`src/rtl/regfile_pkg.sv`:
```
`default_nettype none
// ============================================================================
//  Module : regfile_pkg
//  Shared types and helpers for the multi-port register file.
//  Rev    : 1.0  initial release
// ============================================================================
package regfile_pkg;

   typedef enum logic [0:0] {
      CLEAR = 1'b0,
      IDLE  = 1'b1
   } state_t;

   // Default index of the hardwired zero register (XZR)
   localparam int XZR_IDX = 31;

   function automatic logic wr_accept(
      input logic idle,
      input logic en,
      input logic in_range,
      input logic is_zero
   );
      return idle && en && in_range && !is_zero;
   endfunction

endpackage
`default_nettype wire

```
`src/rtl/regfile_clear_fsm.sv`:
```
`default_nettype none
// ============================================================================
//  Module : regfile_clear_fsm
//  Post-reset / on-demand clearing sweep; owns state, sweep index and ready.
//  Rev    : 1.0  initial release
// ============================================================================
module regfile_clear_fsm
   import regfile_pkg::*;
#(
   parameter int ADDR_W = 5,
   parameter int NREGS  = 32
) (
   input  logic              clk,
   input  logic              rst,
   input  logic              clr_req,
   output state_t            state,
   output logic              ready,
   output logic              sweep_we,
   output logic [ADDR_W-1:0] sweep_addr
);

   localparam logic [ADDR_W-1:0] LAST_IDX = ADDR_W'(NREGS - 1);

   logic [ADDR_W-1:0] idx;

   always_ff @(posedge clk or posedge rst) begin
      if (rst) begin
         state <= CLEAR;
         idx   <= '0;
         ready <= 1'b0;
      end else begin
         case (state)
            CLEAR: begin
               if (clr_req) begin
                  idx <= '0;
               end else if (idx == LAST_IDX) begin
                  state <= IDLE;
                  ready <= 1'b1;
                  idx   <= '0;
               end else begin
                  idx <= idx + ADDR_W'(1);
               end
            end
            IDLE: begin
               if (clr_req) begin
                  state <= CLEAR;
                  idx   <= '0;
                  ready <= 1'b0;
               end
            end
            default: begin
               state <= CLEAR;
               idx   <= '0;
               ready <= 1'b0;
            end
         endcase
      end
   end

   // The sweep owns the array write port for every CLEAR cycle
   assign sweep_we   = (state == CLEAR);
   assign sweep_addr = idx;

endmodule
`default_nettype wire

```
`src/rtl/regfile_mp.sv`:
```
`default_nettype none
// ============================================================================
//  Module : regfile_mp
//  Multi-read, single-write register file with XZR and clearing sweep.
//  Option : define REGFILE_BYPASS_EN for same-cycle write-through on reads.
//  Rev    : 1.0  initial release
// ============================================================================
module regfile_mp
   import regfile_pkg::*;
#(
   parameter int DATA_W   = 64,
   parameter int ADDR_W   = 5,
   parameter int NREGS    = 32,
   parameter int NUM_RD   = 2,
   parameter int ZERO_REG = XZR_IDX
) (
   input  logic                     clk,
   input  logic                     rst,
   input  logic                     clr_req,
   input  logic [NUM_RD*ADDR_W-1:0] rd_addr,
   output logic [NUM_RD*DATA_W-1:0] rd_data,
   input  logic                     wr_en,
   input  logic [ADDR_W-1:0]        wr_addr,
   input  logic [DATA_W-1:0]        wr_data,
   output logic                     ready,
   output logic                     wr_drop
);

   localparam int               DEPTH     = 2 ** ADDR_W;
   localparam bit               ZERO_EN   = (ZERO_REG >= 0) && (ZERO_REG < NREGS);
   localparam logic [ADDR_W-1:0] ZERO_ADDR = ZERO_EN ? ADDR_W'(ZERO_REG) : '0;
   localparam logic [ADDR_W:0]   NREGS_EXT = (ADDR_W + 1)'(NREGS);

   function automatic logic in_range(input logic [ADDR_W-1:0] a);
      return {1'b0, a} < NREGS_EXT;
   endfunction

   function automatic logic is_zero(input logic [ADDR_W-1:0] a);
      return ZERO_EN && (a == ZERO_ADDR);
   endfunction

   state_t            state;
   logic              sweep_we;
   logic [ADDR_W-1:0] sweep_addr;
   logic              wr_ok;

   // Entries at or above NREGS are never written and never observed
   logic [DATA_W-1:0] mem [DEPTH];

   regfile_clear_fsm #(
      .ADDR_W (ADDR_W),
      .NREGS  (NREGS)
   ) u_clear_fsm (
      .clk        (clk),
      .rst        (rst),
      .clr_req    (clr_req),
      .state      (state),
      .ready      (ready),
      .sweep_we   (sweep_we),
      .sweep_addr (sweep_addr)
   );

   assign wr_ok = wr_accept(state == IDLE, wr_en, in_range(wr_addr), is_zero(wr_addr));

   always_ff @(posedge clk) begin
      if (sweep_we) begin
         mem[sweep_addr] <= '0;
      end else if (wr_ok) begin
         mem[wr_addr] <= wr_data;
      end
   end

   // A write to XZR is a legal no-op, so it is not reported as dropped
   always_ff @(posedge clk or posedge rst) begin
      if (rst) begin
         wr_drop <= 1'b0;
      end else begin
         wr_drop <= wr_en && ((state != IDLE) || !in_range(wr_addr));
      end
   end

   for (genvar p = 0; p < NUM_RD; p++) begin : g_rd
      logic [ADDR_W-1:0] addr;
      logic [DATA_W-1:0] data;

      assign addr = rd_addr[p*ADDR_W +: ADDR_W];

      always_comb begin
         data = mem[addr];
`ifdef REGFILE_BYPASS_EN
         if (wr_ok && (addr == wr_addr)) begin
            data = wr_data;
         end
`endif
         if (!ready || is_zero(addr) || !in_range(addr)) begin
            data = '0;
         end
      end

      assign rd_data[p*DATA_W +: DATA_W] = data;
   end

endmodule
`default_nettype wire

```
`config.mk`:
```
export PLATFORM = sky130hd
export DESIGN_NAME = regfile_mp
export DESIGN_NICKNAME = d
export VERILOG_FILES = /design/src/rtl/regfile_pkg.sv /design/src/rtl/regfile_clear_fsm.sv /design/src/rtl/regfile_mp.sv
export SDC_FILE = /design/constraint.sdc
export NUM_CORES = 2
export LEC_CHECK = 0
export ABC_CLOCK_PERIOD_IN_PS = 8350
export CORE_MARGIN = 5
export CORE_UTILIZATION = 63
export CTS_BUF_LIST = sky130_fd_sc_hd__clkbuf_16
export DETAILED_ROUTE_END_ITERATION = 7
export HOLD_SLACK_MARGIN = 0.08
export PLACE_DENSITY = 0.82
export REMOVE_ABC_BUFFERS = 1
export SLEW_MARGIN = 20
export SYNTH_ARGS = -nofsm -noshare
export SYNTH_HDL_FRONTEND = slang
export SYNTH_SLANG_ARGS = --single-unit
```
`constraint.sdc`:
```
create_clock -name clk -period 8.35 [get_ports clk]
set_input_delay 1.67 -clock clk [delete_from_list [all_inputs] [get_ports clk]]
set_output_delay 1.67 -clock clk [all_outputs]
set_load 0.005 [all_outputs]
```
==> flow_metrics.tcl <==
set metrics [dict create \
    stdcell_count 7633 \
    dp_hpwl_um 155000 \
    post_cts_buffers 0 \
    ctsHtreeMaxLevel 4 \
    worst_pin_slew_ps 1270 \
    core-area_um2 152000 \
    drc_errors 0 \
    period_share 0.836 \
    crit_path_end "rd_data[124]" \
    viasPerCell 7.79 \
    worst_r2r_path_depth 5 \
    synthArstFlopShare 0.00389 \
    synth_area_per_cell_um2 18.2 \
    syn_to_final_growth_pct 10.8 \
    cellLeakagePower_uw 0.0371 \
    critical_path_class "in2out" \
    layout_commonest_cell "edfxtp_1" \
    antenna_found_initial 6 \
    dp.cells 7251 \
    worst-r2r-setup-slack_ps 4100 \
    path_buf_inv 4 \
    worst-path-stages 7 \
    clock_latency_ps 850 \
    maxCapViolations 0 \
    dr.pass1.iters 8 \
    crit_path_start_kind "primary input" \
    endpoint_kind "output pin" \
    ir_drop_mv 0.186 \
    cp.required_ps 6680 \
    slowest_stage "inv_4" \
    drv_slew 0 \
    drive_gt1_frac 0.219 \
    ioPinCount 213 \
    num_rows 143 \
    nets 5513 \
    die_h_um 401 \
    reg2reg_to "mem[0][61]" \
    startpoint "rd_addr[5]" \
    yosysSeqAreaShare 0.639 \
    report.final.hold_viol_count 0 \
    grt_max_degree 104 \
    grt_pass1_wl_um 415000 \
    synthTopCellsByArea "edfxtp_1, mux4_2, mux2i_1, a211oi_1, a221oi_1" \
    drt_iter0_drc 8697 \
    cts-resized-gates 0 \
    power_density_nw_per_um2 209 \
    clockRootBuffer "clkbuf_16" \
    grt_pass1_vias 61451 \
    crit_family "buffers and inverters" \
    r2r_start "u_clear_fsm.state" \
    cpMostUsedCell "a211oi_1" \
    relSlewSlack 0.150 \
    crit_arrival_ps 5310 \
    synth_edf_count 2048 \
    path_cells "buf_8 > inv_4 > buf_4 > a2bb2oi_1 > a211oi_1 > a211oi_1 > clkdlybuf4s50_1" \
    gp_congestion 0.847 \
    synth_area_leader_cell "edfxtp_1" \
    wire_per_inst_um 37.7 \
    fin_skew_ps 32.4 \
    rsz0062_at_grt "false" \
    path_max_fanout 50 \
    fmax_mhz 143 \
    ys_ff_latch 2056 \
    ant_nets 0 \
    ys_types 51 \
    grt_use_total 0.354 \
    synthFlopType "edfxtp_1" \
    die_w_um 401 \
    start_util 0.635 \
    final.min_clock_period_ps 6980 \
    min_path_type "reg2reg" \
    clock_path_buffers 3 \
    drt_wl_total_um 288000 \
    slowest_delay_ps 820 \
    setup_tns_ps 0 \
    overflow 0 \
    fillers 9025 \
    final_cell_mix "edfxtp_1, mux2i_1, mux4_2" \
    setup_violations 0 \
    dieArea_um2 161000 \
    outcome "completed" \
    clk_pin_slew_ps 60 \
    clock_sinks 2056 \
    ys_warn_count 0 \
    syn-cell-area_um2 96500 \
    synth_top_cell_area_share 0.637 \
    port_buffers 212 \
    power_uw 22300 \
    numCtsBuffers 201 \
    vias 59463 \
    cts_tree "built" \
    holdBufCountCts 0 \
    syn_inst 5296 \
]
[registers in the layout, summed over array words and instances, names as in the netlist]
register                count
wr_drop                     1
u_clear_fsm.state           1
u_clear_fsm.ready           1
mem                      2048
u_clear_fsm.sweep_addr      5
[per-layer routing]
layer / share of wire / wire length, µm / GRT usage
met5: 0.00027 / 78 / 0.00238
met4: 0.062 / 17700 / 0.181
met3: 0.15 / 44000 / 0.106
met2: 0.46 / 132000 / 0.536
met1: 0.33 / 93900 / 0.472
[worst min path at each step]
stage | startpoint | to | slack [ps] | depth (start not counted)
after global routing | u_clear_fsm.sweep_addr[3] | u_clear_fsm.sweep_addr[3] | 700 | 2
after detailed placement | u_clear_fsm.sweep_addr[3] | u_clear_fsm.sweep_addr[3] | 630 | 2
after floorplan | u_clear_fsm.sweep_addr[3] | u_clear_fsm.sweep_addr[3] | 570 | 2
after global placement | u_clear_fsm.sweep_addr[3] | u_clear_fsm.sweep_addr[3] | 610 | 2
after CTS | u_clear_fsm.sweep_addr[3] | u_clear_fsm.sweep_addr[3] | 640 | 2
final | u_clear_fsm.sweep_addr[3] | u_clear_fsm.sweep_addr[3] | 650 | 2
[tightest hold or removal path, cell delays in order (launching register included)]
cell and delay, ps:
dfrtp_1 440, o21ai_0 100, a21oi_1 60
[area by class of cell]
class / instances / area, µm² / share of cell area
clock inverters: 173 / 1450 / 0.0135
well taps: 2030 / 2540 / 0.0237
repair buffers: 373 / 3870 / 0.0362
clock buffers: 203 / 5080 / 0.0475
flip-flops and latches: 2056 / 61700 / 0.577
multi-input cells: 2787 / 32300 / 0.302
diodes: 2 / 5.00 / 0.0000468
inverters: 9 / 40.0 / 0.000374
[kinds of logic after synthesis]
| family | count (synthesis) | synth area share |
|---|---|---|
| multiplexers | 1538 | 0.243 |
| adder cells (fa/ha/maj) | 2 | 0.000259 |
| AND/OR/NAND/NOR | 321 | 0.0181 |
| buffers and inverters | 453 | 0.0295 |
| flip-flops | 2056 | 0.639 |
| AO/OA/AOI/OAI | 926 | 0.0696 |
[where the power goes]
part / switching, µW / internal (µW) / total [µW]
clock: 3960 / 5080 / 9040
combinational: 1100 / 836 / 1930
sequential: 47.3 / 11300 / 11400
total: 5110 / 17200 / 22300
[cells in the mapped netlist, types with 47 or more instances]
cell / instances
buf_4: 47
o22ai_1: 130
mux2i_1: 834
clkbuf_1: 163
edfxtp_1: 2048
a21oi_1: 131
o221ai_1: 128
buf_6: 71
buf_2: 111
o21ai_0: 53
nand2_1: 68
and2_1: 125
or2_1: 55
a221oi_1: 132
a2bb2oi_1: 62
mux4_2: 634
a211oi_1: 253
mux2_2: 64
[through the flow]
step                      utilization  worst slack (ps)  hold slack (ps)  area, µm²
after floorplan                     -               191              569      93700
after global placement          0.660              1590              611     100000
after detailed placement        0.660              1590              633     100000
after CTS                       0.703              1580              639     107000
after global routing            0.704              1390              695     107000
final                           0.704              1370              647     107000
Note: power is estimated with default switching activity, not from simulation.
